### src/rtl/kronos_fetch_queue.sv
// -----------------------------------------------------------------------------
// kronos_fetch_queue
//   Decoupling instruction queue between the fetch stage (kronos_IF) and the
//   decode stage. Fetched (pc, ir) pairs are buffered in a DEPTH-entry circular
//   store and handed to decode in order. A branch flush discards everything.
//
// Ports
//   clk        : clock, all state updates on the rising edge
//   rstz       : asynchronous active-low reset
//   fetch_pc   : PC of the instruction offered by IF
//   fetch_ir   : instruction word offered by IF
//   fetch_vld  : IF offers fetch_pc/fetch_ir
//   fetch_rdy  : queue accepts the offered entry this cycle
//   decode_pc  : PC at the queue head
//   decode_ir  : instruction word at the queue head
//   decode_vld : head entry is valid
//   decode_rdy : decode consumes the head entry this cycle
//   flush      : branch/redirect, discard all buffered entries
//   count      : current occupancy (0..DEPTH)
//
// Also contains kronos_fetch_queue_chk, a simulation-only checker holding the
// occupancy assertions; the top instantiates it.
// -----------------------------------------------------------------------------

module kronos_fetch_queue_chk #(
    parameter int DEPTH = 4
) (
    input logic                         clk,
    input logic                         rstz,
    input logic                         push,
    input logic                         pop,
    input logic [$clog2(DEPTH+1)-1:0]   count
);

    localparam int CW = $clog2(DEPTH + 1);
    localparam logic [CW-1:0] FULL_CNT = CW'(DEPTH);

    a_no_push_when_full : assert property (
        @(posedge clk) disable iff (!rstz) push |-> (count != FULL_CNT)
    ) else $error("kronos_fetch_queue: push while full");

    a_no_pop_when_empty : assert property (
        @(posedge clk) disable iff (!rstz) pop |-> (count != {CW{1'b0}})
    ) else $error("kronos_fetch_queue: pop while empty");

    a_count_in_range : assert property (
        @(posedge clk) disable iff (!rstz) count <= FULL_CNT
    ) else $error("kronos_fetch_queue: occupancy above DEPTH");

endmodule

module kronos_fetch_queue #(
    parameter int DEPTH = 4
) (
    input  logic                         clk,
    input  logic                         rstz,
    input  logic [31:0]                  fetch_pc,
    input  logic [31:0]                  fetch_ir,
    input  logic                         fetch_vld,
    output logic                         fetch_rdy,
    output logic [31:0]                  decode_pc,
    output logic [31:0]                  decode_ir,
    output logic                         decode_vld,
    input  logic                         decode_rdy,
    input  logic                         flush,
    output logic [$clog2(DEPTH+1)-1:0]   count
);

    localparam int PW = $clog2(DEPTH);
    localparam int CW = $clog2(DEPTH + 1);
    localparam logic [CW-1:0] FULL_CNT = CW'(DEPTH);

    logic [31:0]   pc_mem_r [DEPTH];
    logic [31:0]   ir_mem_r [DEPTH];
    logic [PW-1:0] rptr_r;
    logic [PW-1:0] wptr_r;
    logic [CW-1:0] count_r;

    logic          fetch_rdy_s;
    logic          decode_vld_s;
    logic          push_s;
    logic          pop_s;

    // Handshake qualifiers. Both depend only on the registered occupancy and
    // flush, so fetch_rdy never sees decode_rdy: a full queue refuses a push
    // even when a pop happens in the same cycle.
    always_comb begin
        fetch_rdy_s  = 1'b0;
        decode_vld_s = 1'b0;
        if (flush) begin
            fetch_rdy_s  = 1'b0;
            decode_vld_s = 1'b0;
        end else begin
            fetch_rdy_s  = (count_r != FULL_CNT);
            decode_vld_s = (count_r != {CW{1'b0}});
        end
        push_s = fetch_vld && fetch_rdy_s;
        pop_s  = decode_vld_s && decode_rdy;
    end

    // Entry storage: written at wptr on an accepted push, cleared by reset.
    // Flush leaves the data in place; it is unreachable once count is zero.
    always_ff @(posedge clk or negedge rstz) begin
        if (!rstz) begin
            for (int i = 0; i < DEPTH; i++) begin
                pc_mem_r[i] <= 32'h0000_0000;
                ir_mem_r[i] <= 32'h0000_0000;
            end
        end else if (push_s) begin
            pc_mem_r[wptr_r] <= fetch_pc;
            ir_mem_r[wptr_r] <= fetch_ir;
        end
    end

    // Pointers and occupancy. Pointers are log2(DEPTH) wide and wrap on
    // their own; flush wins over any handshake in the same cycle.
    always_ff @(posedge clk or negedge rstz) begin
        if (!rstz) begin
            rptr_r  <= {PW{1'b0}};
            wptr_r  <= {PW{1'b0}};
            count_r <= {CW{1'b0}};
        end else if (flush) begin
            rptr_r  <= {PW{1'b0}};
            wptr_r  <= {PW{1'b0}};
            count_r <= {CW{1'b0}};
        end else begin
            if (push_s) begin
                wptr_r <= wptr_r + PW'(1'b1);
            end
            if (pop_s) begin
                rptr_r <= rptr_r + PW'(1'b1);
            end
            case ({push_s, pop_s})
                2'b10:   count_r <= count_r + CW'(1'b1);
                2'b01:   count_r <= count_r - CW'(1'b1);
                default: count_r <= count_r;
            endcase
        end
    end

    assign fetch_rdy  = fetch_rdy_s;
    assign decode_vld = decode_vld_s;
    assign decode_pc  = pc_mem_r[rptr_r];
    assign decode_ir  = ir_mem_r[rptr_r];
    assign count      = count_r;

    kronos_fetch_queue_chk #(
        .DEPTH (DEPTH)
    ) u_chk (
        .clk   (clk),
        .rstz  (rstz),
        .push  (push_s),
        .pop   (pop_s),
        .count (count_r)
    );

endmodule

### config.mk
export PLATFORM = sky130hd
export DESIGN_NAME = kronos_fetch_queue
export DESIGN_NICKNAME = d
export VERILOG_FILES = /design/src/rtl/kronos_fetch_queue.sv
export SDC_FILE = /design/constraint.sdc
export NUM_CORES = 1
export LEC_CHECK = 0
export CORE_UTILIZATION = 51
export DETAILED_ROUTE_END_ITERATION = 8
export MAX_ROUTING_LAYER = met4
export PLACE_DENSITY = 0.77
export SLEW_MARGIN = 15
export SYNTH_ARGS = -nofsm -noshare
export SYNTH_HDL_FRONTEND = slang
export SYNTH_HIERARCHICAL = 1
export SYNTH_SLANG_ARGS = --single-unit
### constraint.sdc
create_clock -name clk -period 2.2 [get_ports clk]
set_input_delay 0.33 -clock clk [delete_from_list [all_inputs] [get_ports clk]]
set_output_delay 0.33 -clock clk [all_outputs]
set_load 0.005 [all_outputs]
==> flow_metrics.py <==
metrics = {
    "critical_path": {
        "required_ps": 1870,
        "reg2reg_from": "count[1]$_DFFE_PN0P_",
        "critPathMaxStageDelay_ps": 510,
        "worstPathArrival_ps": 2060,
        "cp_common_cell": "buf_12",
        "critical_path_depth": 5,
        "critPathCapture": "decode_ir[15]",
        "start_kind": "register",
        "end_kind": "primary output",
        "crit_buf_inv": 4,
        "cp_cell_sequence": "buf_12 > buf_12 > buf_16 > mux4_2 > buf_2",
        "rr_endpoint": "count[1]$_DFFE_PN0P_",
        "crit_family": "buffers and inverters",
        "rr_worst_depth": 5,
        "crit_fanout": 7,
        "crit_start": "rptr_r[0]$_DFFE_PN0P_",
        "r2r_setup_slack_ps": 20,
        "cp_slowest_cell": "mux4_2",
        "path_class": "reg -> out",
    },
    "place": {
        "gp_congestion": 0.782,
        "dpl_cell_area_um2": 13800,
        "place.port_buffers": 137,
        "place_ws_ps": -116,
        "dp_hpwl_um": 16000,
    },
    "logic_synthesis": {
        "async_flop_share_pct": 100,
        "ys_warn_count": 6,
        "synth_edf_count": 0,
        "yosys.area.top_type": "dfrtp_1",
        "yosysTopAreaCellShare_pct": 55.6,
        "seq_area_frac_synth_pct": 55.6,
        "syn-num-nets": 757,
        "synth_area_leaders": "dfrtp_1 56%, mux2_2 19%, mux4_2 12%",
        "syn_area_per_cell_um2": 17.3,
        "synth_cells": 683,
        "yosys_most_used_dff": "dfrtp_1",
        "synth_area_um2": 11800,
        "synth_cell_types": 38,
        "synth.ff_latch_count": 263,
    },
    "sta": {
        "min_period_ps": 2390,
        "tightest_slew_ps": 608,
        "setup_slack_ps": -194,
        "rsz0062_at_grt": "yes",
        "slew-limit-headroom_pct": 59.5,
        "skew_ps": 12.7,
        "setup_viol": 62,
        "slew_violations": 0,
        "max_freq_ghz": 0.418,
        "hold_violations": 0,
        "finalSetupTns_ps": -7460,
        "period_share_pct": 109,
    },
    "power_and_ir_drop": {
        "pwr-share-clk_pct": 30.5,
        "peakVddDrop_uv": 690,
        "p_sw_share_pct": 25.1,
        "p_total_mw": 16.0,
        "pwr-share-comb_pct": 26.3,
        "power_frac_seq_pct": 43.2,
        "leakage_nw": 6.75,
        "p_int_mw": 12.0,
        "power.switching_mw": 4.02,
        "powerDensity_nw_per_um2": 1060,
    },
    "worst_hold_path": {
        "hold_class": "in -> async",
    },
    "finish": {
        "num-nets-final": 947,
        "drive_gt1_share_pct": 57.2,
        "fin_area_um2": 15100,
        "insertedDiodeCount": 0,
        "final-seq-area_um2": 6590,
        "fillCellCount": 1514,
        "multi_input_area_um2": 4960,
        "areaGrowthSynthToFinish_pct": 27.5,
    },
    "drt": {
        "ant_nets": 0,
        "num_vias": 6842,
        "route.detailed.drc": 0,
        "drt-initial-drc-count": 293,
        "avgRoutedWirePerCell_um": 22.7,
        "routed_via_density": 5.81,
        "dr.pass1.iters": 4,
        "drt_wl_total_um": 26700,
    },
    "cts": {
        "clkLatencyLatePin_ps": 530,
        "cts_root_buf": "clkbuf_16",
        "cts_buffers": 28,
        "htree_levels": 1,
        "cts_max_path_buffers": 3,
        "cts_tree": "done",
        "cts_sinks": 263,
        "path_clk_slew_ps": 60,
    },
    "floorplanning": {
        "io_pins": 138,
        "core.rowCount": 55,
        "initial_utilization_pct": 52.1,
        "die_x_um": 154,
        "core_area_um2": 22700,
        "die_area_um2": 23800,
        "die_y_um": 154,
    },
    "global_routing": {
        "grt_pass1_vias": 7795,
        "grt.overflow.total": 0,
        "grt_max_degree": 72,
        "grtUsageTotal_pct": 24.0,
        "antenna_found_initial": 0,
        "grt_pass1_wl_um": 43200,
    },
    "run_status": {
        "outcome": "finished, violations left",
        "violations": "negative setup slack",
    },
    "run": {
        "drv_cap": 0,
    },
}
cells in the final DEF, fill, tap and decap left out, types with 2 or more instances in the layout:
master and instances:
dfrtp_1 261, mux2_2 196, clkdlybuf4s50_1 71, mux4_2 64
mux2_4 60, buf_2 47, buf_6 30, buf_12 30
clkbuf_16 29, buf_4 19, clkinv_2 10, nor2_1 8
o21ai_0 4, nand3_1 4, ha_1 4, clkbuf_8 4
bufinv_16 4, buf_16 4, inv_1 3, nand3_4 3
buf_8 3, nor2b_1 2, xor2_1 2, a21oi_1 2
a31oi_1 2, clkbuf_1 2
through the flow:
stage / std cells / hold WS, ps / utilization [%]
6_report: 1178 / 368 / 66.4
5_1_grt: 1178 / 397 / 66.4
4_1_cts: 1179 / 386 / 66.2
3_5_place_dp: 1097 / 343 / 60.8
3_3_place_gp: 1097 / 338 / 60.8
2_1_floorplan: 683 / 34.4 / -
cell families (layout without fill, tap and decap cells):
family / count (synthesis) / in the layout / share of synthesized area [%]
multiplexers: 320 / 320 / 38.4
adder cells (fa/ha/maj): 5 / 5 / 0.592
AO/OA/AOI/OAI: 16 / 16 / 0.910
AND/OR/NAND/NOR: 27 / 27 / 1.39
XOR/XNOR: 3 / 3 / 0.222
flip-flops: 263 / 263 / 55.6
buffers and inverters: 49 / 259 / 2.82
sequential cells by signal, indices dropped and copies added, names as in the netlist:
signal / cells
wptr_r: 2
rptr_r: 2
pc_mem_r: 128
ir_mem_r: 128
count: 3
Yosys cell counts, types with 2 or more instances:
| master | instances |
|---|---|
| a21oi_1 | 2 |
| buf_12 | 7 |
| xor2_1 | 2 |
| nand3_2 | 3 |
| nor2b_1 | 2 |
| dfrtp_1 | 263 |
| a31oi_1 | 2 |
| buf_2 | 23 |
| inv_1 | 3 |
| ha_1 | 4 |
| mux2_4 | 60 |
| buf_1 | 4 |
| mux4_2 | 64 |
| clkbuf_1 | 11 |
| o21ai_0 | 4 |
| nor2_1 | 8 |
| nand3_1 | 4 |
| nor3_1 | 2 |
| mux2_2 | 196 |
routing by layer:
layer  part of all wire, %  up-vias  track usage [%]
li1                      -     2945                -
met1                    43     3681             31.2
met2                    51      174             40.2
met3                   4.1       42             3.89
met4                   1.6        0             4.90
met5                     0        -                -
power groups by stage:
| stage | clock (mW) | combinational (mW) | sequential, mW |
|---|---|---|---|
| after floorplan | 0 | 2.55 | 6.68 |
| after global placement | 0 | 3.96 | 6.81 |
| after detailed placement | 0 | 4.13 | 6.96 |
| after CTS | 4.96 | 4.19 | 6.90 |
| after global routing | 5.17 | 4.51 | 7.07 |
| final | 4.88 | 4.21 | 6.93 |
timing repair:
item                                    in CTS  in global routing
gates cloned                                 5                  0
hold endpoints to repair                    64                  0
endpoints found under the setup margin      65                 68
setup buffers                               26                  4
hold buffers                                 1                  0
resized for setup                          285                 21
pin swaps                                    1                  0
final cells by class:
class	count	share of cell area, %
Sequential cell	263	43.7
Multi-Input combinational cell	371	32.9
Timing Repair Buffer	206	14.6
Clock buffer	35	5.22
Tap cell	285	2.36
Clock inverter	15	1.19
Inverter	3	0.0746
how the worst min path moves through the flow:
stage	from	slack [ps]	endpoint
after floorplan	rstz	30	count[0]$_DFFE_PN0P_
after detailed placement	rstz	340	ir_mem_r[78]$_DFFE_PN0P_
final	rstz	370	ir_mem_r[78]$_DFFE_PN0P_
after global routing	rstz	400	ir_mem_r[78]$_DFFE_PN0P_
after CTS	rstz	390	ir_mem_r[78]$_DFFE_PN0P_
after global placement	rstz	340	ir_mem_r[78]$_DFFE_PN0P_
worst register-to-register path: stages (launching register included):
cell and delay [ps]:
dfrtp_1 420, o31ai_2 320, nor3_1 110, fa_1 540, nor2_1 80, a2111oi_1 530
(Power assumes the default switching activity.)
